<file path="config.mk">
export PLATFORM = sky130hd
export DESIGN_NAME = vram_arbiter
export DESIGN_NICKNAME = d
export VERILOG_FILES = /design/src/rtl/vram_arbiter.sv
export SDC_FILE = /design/constraint.sdc
export NUM_CORES = 1
export LEC_CHECK = 0
export ABC_AREA = 1
export CORE_MARGIN = 5
export CORE_UTILIZATION = 41
export CTS_BUF_LIST = sky130_fd_sc_hd__clkbuf_8
export DETAILED_ROUTE_END_ITERATION = 12
export PLACE_DENSITY = 0.82
export SETUP_SLACK_MARGIN = 0.3
export SYNTH_ARGS = -nofsm -noshare
export SYNTH_HDL_FRONTEND = slang
export SYNTH_SLANG_ARGS = --single-unit
</file>
<file path="constraint.sdc">
create_clock -name clk -period 1.58 [get_ports clk]
set_input_delay 0.316 -clock clk [delete_from_list [all_inputs] [get_ports clk]]
set_output_delay 0.316 -clock clk [all_outputs]
set_load 0.005 [all_outputs]
</file>
<file path="src/rtl/vram_arbiter.sv">
// vram_arbiter: two-client round-robin arbiter with bounded bursts in front of a
// synchronous single-port video RAM; registers every access and returns read data by tag.
module vram_arbiter #(
   parameter int ADDR_W    = 16,
   parameter int DATA_W    = 32,
   parameter int MAX_BURST = 8
) (
   input  logic                  clk,
   input  logic                  rst_,
   input  logic [DATA_W-1:0]     c0_in_data,
   input  logic [ADDR_W-1:0]     c0_in_addr,
   input  logic [DATA_W/8-1:0]   c0_in_wben,
   input  logic                  c0_in_op,
   input  logic                  c0_in_rts,
   output logic                  c0_out_rtr,
   output logic [DATA_W-1:0]     c0_out_rdata,
   output logic                  c0_out_rvalid,
   input  logic [DATA_W-1:0]     c1_in_data,
   input  logic [ADDR_W-1:0]     c1_in_addr,
   input  logic [DATA_W/8-1:0]   c1_in_wben,
   input  logic                  c1_in_op,
   input  logic                  c1_in_rts,
   output logic                  c1_out_rtr,
   output logic [DATA_W-1:0]     c1_out_rdata,
   output logic                  c1_out_rvalid,
   output logic                  mem_en,
   output logic [DATA_W/8-1:0]   mem_we,
   output logic [ADDR_W-1:0]     mem_addr,
   output logic [DATA_W-1:0]     mem_wdata,
   input  logic [DATA_W-1:0]     mem_rdata
);
   localparam int BE_W  = DATA_W / 8;
   localparam int CNT_W = $clog2(MAX_BURST + 1);
   logic              owner_q, owner_d;
   logic [CNT_W-1:0]  cnt_q, cnt_d;
   logic              gnt, sel, op, sat;
   logic              en_q, en_d;
   logic [BE_W-1:0]   we_q, we_d;
   logic [ADDR_W-1:0] addr_q, addr_d;
   logic [DATA_W-1:0] wdata_q, wdata_d;
   logic              t1_v_q, t1_v_d, t1_id_q, t1_id_d, t2_v_q, t2_id_q;
   logic              rv0_q, rv0_d, rv1_q, rv1_d;
   logic [DATA_W-1:0] rd0_q, rd0_d, rd1_q, rd1_d;
   always_comb begin
      sat        = cnt_q >= CNT_W'(MAX_BURST);
      gnt        = (c0_in_rts | c1_in_rts) & rst_;
      // client 1 wins when alone, or when it owns an unexpired burst, or when client 0's burst expired
      sel        = c1_in_rts & (~c0_in_rts | (owner_q ^ sat));
      c0_out_rtr = gnt & ~sel;
      c1_out_rtr = gnt & sel;
      op         = sel ? c1_in_op : c0_in_op;
      owner_d    = gnt ? sel : owner_q;
      cnt_d      = !gnt ? '0 : (sel != owner_q) ? CNT_W'(1) : sat ? cnt_q : cnt_q + 1'b1;
      en_d       = gnt;
      addr_d     = !gnt ? '0 : sel ? c1_in_addr : c0_in_addr;
      we_d       = !(gnt & op) ? '0 : sel ? c1_in_wben : c0_in_wben;
      wdata_d    = !(gnt & op) ? '0 : sel ? c1_in_data : c0_in_data;
      t1_v_d     = gnt & ~op;
      t1_id_d    = sel;
      rv0_d      = t2_v_q & ~t2_id_q;
      rv1_d      = t2_v_q & t2_id_q;
      rd0_d      = rv0_d ? mem_rdata : rd0_q;
      rd1_d      = rv1_d ? mem_rdata : rd1_q;
   end
   always_ff @(posedge clk or negedge rst_) begin
      if (!rst_) begin
         owner_q <= 1'b0;
         cnt_q   <= '0;
         en_q    <= 1'b0;
         we_q    <= '0;
         addr_q  <= '0;
         wdata_q <= '0;
         t1_v_q  <= 1'b0;
         t1_id_q <= 1'b0;
         t2_v_q  <= 1'b0;
         t2_id_q <= 1'b0;
         rv0_q   <= 1'b0;
         rv1_q   <= 1'b0;
         rd0_q   <= '0;
         rd1_q   <= '0;
      end else begin
         owner_q <= owner_d;
         cnt_q   <= cnt_d;
         en_q    <= en_d;
         we_q    <= we_d;
         addr_q  <= addr_d;
         wdata_q <= wdata_d;
         t1_v_q  <= t1_v_d;
         t1_id_q <= t1_id_d;
         t2_v_q  <= t1_v_q;
         t2_id_q <= t1_id_q;
         rv0_q   <= rv0_d;
         rv1_q   <= rv1_d;
         rd0_q   <= rd0_d;
         rd1_q   <= rd1_d;
      end
   end
   assign mem_en        = en_q;
   assign mem_we        = we_q;
   assign mem_addr      = addr_q;
   assign mem_wdata     = wdata_q;
   assign c0_out_rvalid = rv0_q;
   assign c1_out_rvalid = rv1_q;
   assign c0_out_rdata  = rd0_q;
   assign c1_out_rdata  = rd1_q;
endmodule
</file>
==> impl_metrics.toml <==
[die]
start_util = 0.414
rows = 41
dieArea_um2 = 14900
core_area_um2 = 12500
die_x_um = 122
die_height_um = 122
ios = 263

[sta]
slew_headroom = 0.553
worst_slew_pin_slew_ns = 0.671
finalSetupViolations = 52
period_needed_ns = 1.93
fin_setup_tns_ns = -10.91
report.final.hold_viol_count = 0
whs_ns = 0.123
post-route-worst-setup-slack_ns = -0.350
rsz0062_at_grt = "yes"
max_freq_ghz = 0.518
min_period_over_period = 1.22
skew_ns = 0.0108
finalMaxSlewViolations = 0

[cts]
cts_tree = "yes"
path_clk_slew_ns = 0.08
root_buffer = "clkbuf_8"
cts.sinks = 128
worst_skew_pair.late_latency_ns = 0.43
clk_path_buf_depth = 2
cts-buffers-inserted = 17
htreeDepth = 4

[setup_path]
reg2reg_to = "cnt_q[0]$_DFFE_PN0P_"
crit_arrival_ns = 2.24
crit_fanout = 3
crit_type = "reg -> reg"
end_kind = "register"
timing.rr.start = "owner_q$_DFFE_PN0P_"
worstRegToRegCells = 13
start_kind = "register"
rrSetupSlack_ns = -0.35
required_ns = 1.89

[run_status]
status = "finished with violations"
violations = "negative setup slack"

[synth]
seq_area_frac_synth = 0.620
ys_seq_elements = 128
synth_area_um2 = 5160
avgSynthCellArea_um2 = 8.75
synth_cell_types = 20
syn_inst = 590
synth.net_count = 734
yosysWarnings = 0

[power_and_ir_drop]
vdd.ir_drop.worst_uv = 585
leakage_nw = 5.05
p_per_area_nw_per_um2 = 1050
p_total_mw = 9.80

[finish]
syn2layout_area_growth_pct = 80.3
multi_input_area_um2 = 1940
fillCellCount = 861
drive_gt1_frac = 0.375
antenna_cells = 0
fin_nets = 1100
regArea_um2 = 3200
final_util = 0.747

[detailed_routing]
firstDrtPassIters = 6
antenna_left = 0
wl_per_cell_um = 16.3
drtIter0Drc = 308
vias = 5285
drc_errors = 0
postRouteWirelength_mm = 18.6
vias_per_cell = 4.63

[worst_hold_path]
hold_path.class = "in -> async"

[global_route]
antenna_found_initial = 0
track_usage = 0.226
grt_pass1_wl_mm = 25.8
grt_pass1_vias = 5148
grt_max_degree = 129
grt.overflow.total = 0

[place]
io_buffer_count = 262
gp_congestion = 0.824
dp_hpwl_mm = 11.2

[run]
cap_viol_max_count = 0
metrics by stage:
stage / cell area, um2 / setup slack [ns] / cells
after floorplan: 5180 / 0.255 / 590
after global placement: 8070 / -0.407 / 1020
after detailed placement: 8070 / -0.462 / 1020
after CTS: 8650 / -0.279 / 1112
after global routing: 9310 / -0.424 / 1141
final: 9310 / -0.350 / 1141
how the worst max path moves through the flow:
stage	from	to	slack, ns	cells past startpoint
floorplan	cnt_q[3]$_DFFE_PN0P_	c1_out_rtr	0.25	8
global placement	c0_in_rts	c0_out_rtr	-0.41	6
finish	owner_q$_DFFE_PN0P_	cnt_q[0]$_DFFE_PN0P_	-0.35	13
detailed placement	c0_in_rts	c0_out_rtr	-0.46	6
global route	cnt_q[3]$_DFFE_PN0P_	cnt_q[0]$_DFFE_PN0P_	-0.42	13
CTS	cnt_q[3]$_DFFE_PN0P_	c1_out_rtr	-0.28	9
state kept, by name, summed over array words and instances (netlist names):
| signal | flops |
|---|---|
| c1_out_rvalid | 1 |
| c1_out_rdata | 32 |
| owner_q | 1 |
| mem_wdata | 32 |
| t2_id_q | 1 |
| mem_en | 1 |
| c0_out_rvalid | 1 |
| mem_we | 4 |
| cnt_q | 4 |
| t1_id_q | 1 |
| t1_v_q | 1 |
| mem_addr | 16 |
| t2_v_q | 1 |
| c0_out_rdata | 32 |
cell usage after synthesis (all sizes together):
library cell  number  share of area
nand2            237           0.18
dfrtp            128           0.62
inv               80          0.058
o21ai             68          0.066
nor2              39          0.028
buf               13          0.025
clkbuf            13         0.0095
nand3              6         0.0068
ha                 2         0.0048
a21oi              1        0.00097
nand4              1         0.0012
xnor2              1         0.0017
xor2               1         0.0017
logic make-up (layout without fill, tap and decap cells):
kind of cell	Yosys count	after routing	synth area share
and+or+nand+nor	283	283	0.212
DFF	128	128	0.620
buffers and inverters	106	485	0.0926
AOI/OAI and AO/OA	69	69	0.0669
adders and majority gates	2	2	0.00485
xor gates and xnor gates	2	2	0.00339
power breakdown:
part | total, mW | switching, mW | internal [mW] | leakage, nW
Clock | 2.85 | 1.32 | 1.53 | 0.197
Combinational | 2.90 | 1.28 | 1.61 | 3.21
Sequential | 4.06 | 0.249 | 3.81 | 1.64
Total | 9.80 | 2.85 | 6.95 | 5.05
timing repair:
item,CTS,global route
cloned,6,1
pin swaps,7,14
resized for setup,537,127
setup buffers,54,28
setup endpoints to repair,210,212
hold buffers,0,0
area by class of cell:
cell class	instances	area share
Timing Repair Buffer	373	0.347
Multi-Input combinational cell	356	0.208
Clock inverter	12	0.0145
Sequential cell	128	0.344
Clock buffer	20	0.0296
Inverter	80	0.0336
Tap cell	172	0.0231
worst max-delay path, cell delays in order, from the launching register on:
cell,delay [ns]
dfrtp_1,0.42
inv_2,0.07
nand2_4,0.07
nand3_4,0.09
buf_4,0.15
buf_4,0.12
buf_4,0.13
buf_4,0.13
buf_4,0.12
buf_4,0.13
nand3_1,0.07
nand2_1,0.06
o21ai_1,0.18
inv_1,0.07
placed cells by master (no fill, tap or decap):
| cell type | Yosys | final |
|---|---|---|
| nand2_8 | 0 | 1 |
| clkdlybuf4s50_1 | 0 | 140 |
| a21oi_2 | 0 | 1 |
| o21ai_1 | 1 | 3 |
| inv_6 | 0 | 1 |
| o21ai_2 | 0 | 1 |
| nand3_4 | 0 | 1 |
| o21ai_0 | 67 | 64 |
| xnor2_1 | 1 | 1 |
| nor2_2 | 0 | 9 |
| nand2_4 | 2 | 18 |
| clkinvlp_4 | 0 | 4 |
| clkbuf_16 | 0 | 1 |
| bufinv_16 | 0 | 2 |
| buf_8 | 0 | 1 |
| buf_16 | 0 | 5 |
| nand3_2 | 1 | 3 |
| dfrtp_2 | 0 | 1 |
| nor2_4 | 0 | 30 |
| nand2_2 | 1 | 18 |
| nand2_1 | 234 | 200 |
| nand3_1 | 5 | 2 |
| buf_4 | 3 | 80 |
| buf_6 | 9 | 18 |
| bufbuf_16 | 0 | 1 |
| xor2_1 | 1 | 1 |
| inv_4 | 0 | 1 |
| ha_1 | 2 | 2 |
| buf_12 | 0 | 12 |
| clkbuf_8 | 0 | 20 |
| clkinv_2 | 0 | 2 |
| clkinv_4 | 0 | 5 |
| buf_2 | 1 | 115 |
| dfrtp_1 | 128 | 127 |
| inv_2 | 6 | 12 |
| nand4_1 | 1 | 1 |
| inv_1 | 74 | 65 |
routing by layer:
| metal | part of all wire | routed length, um | track usage | vias to the layer above |
|---|---|---|---|---|
| li1 | - | - | - | 2503 |
| met1 | 0.35 | 6520 | 0.238 | 2505 |
| met2 | 0.52 | 9580 | 0.397 | 237 |
| met3 | 0.11 | 1970 | 0.0977 | 40 |
| met4 | 0.027 | 498 | 0.0896 | 0 |
| met5 | 0 | 0 | 0 | - |
No activity file was read; power rests on OpenSTA's default activity.
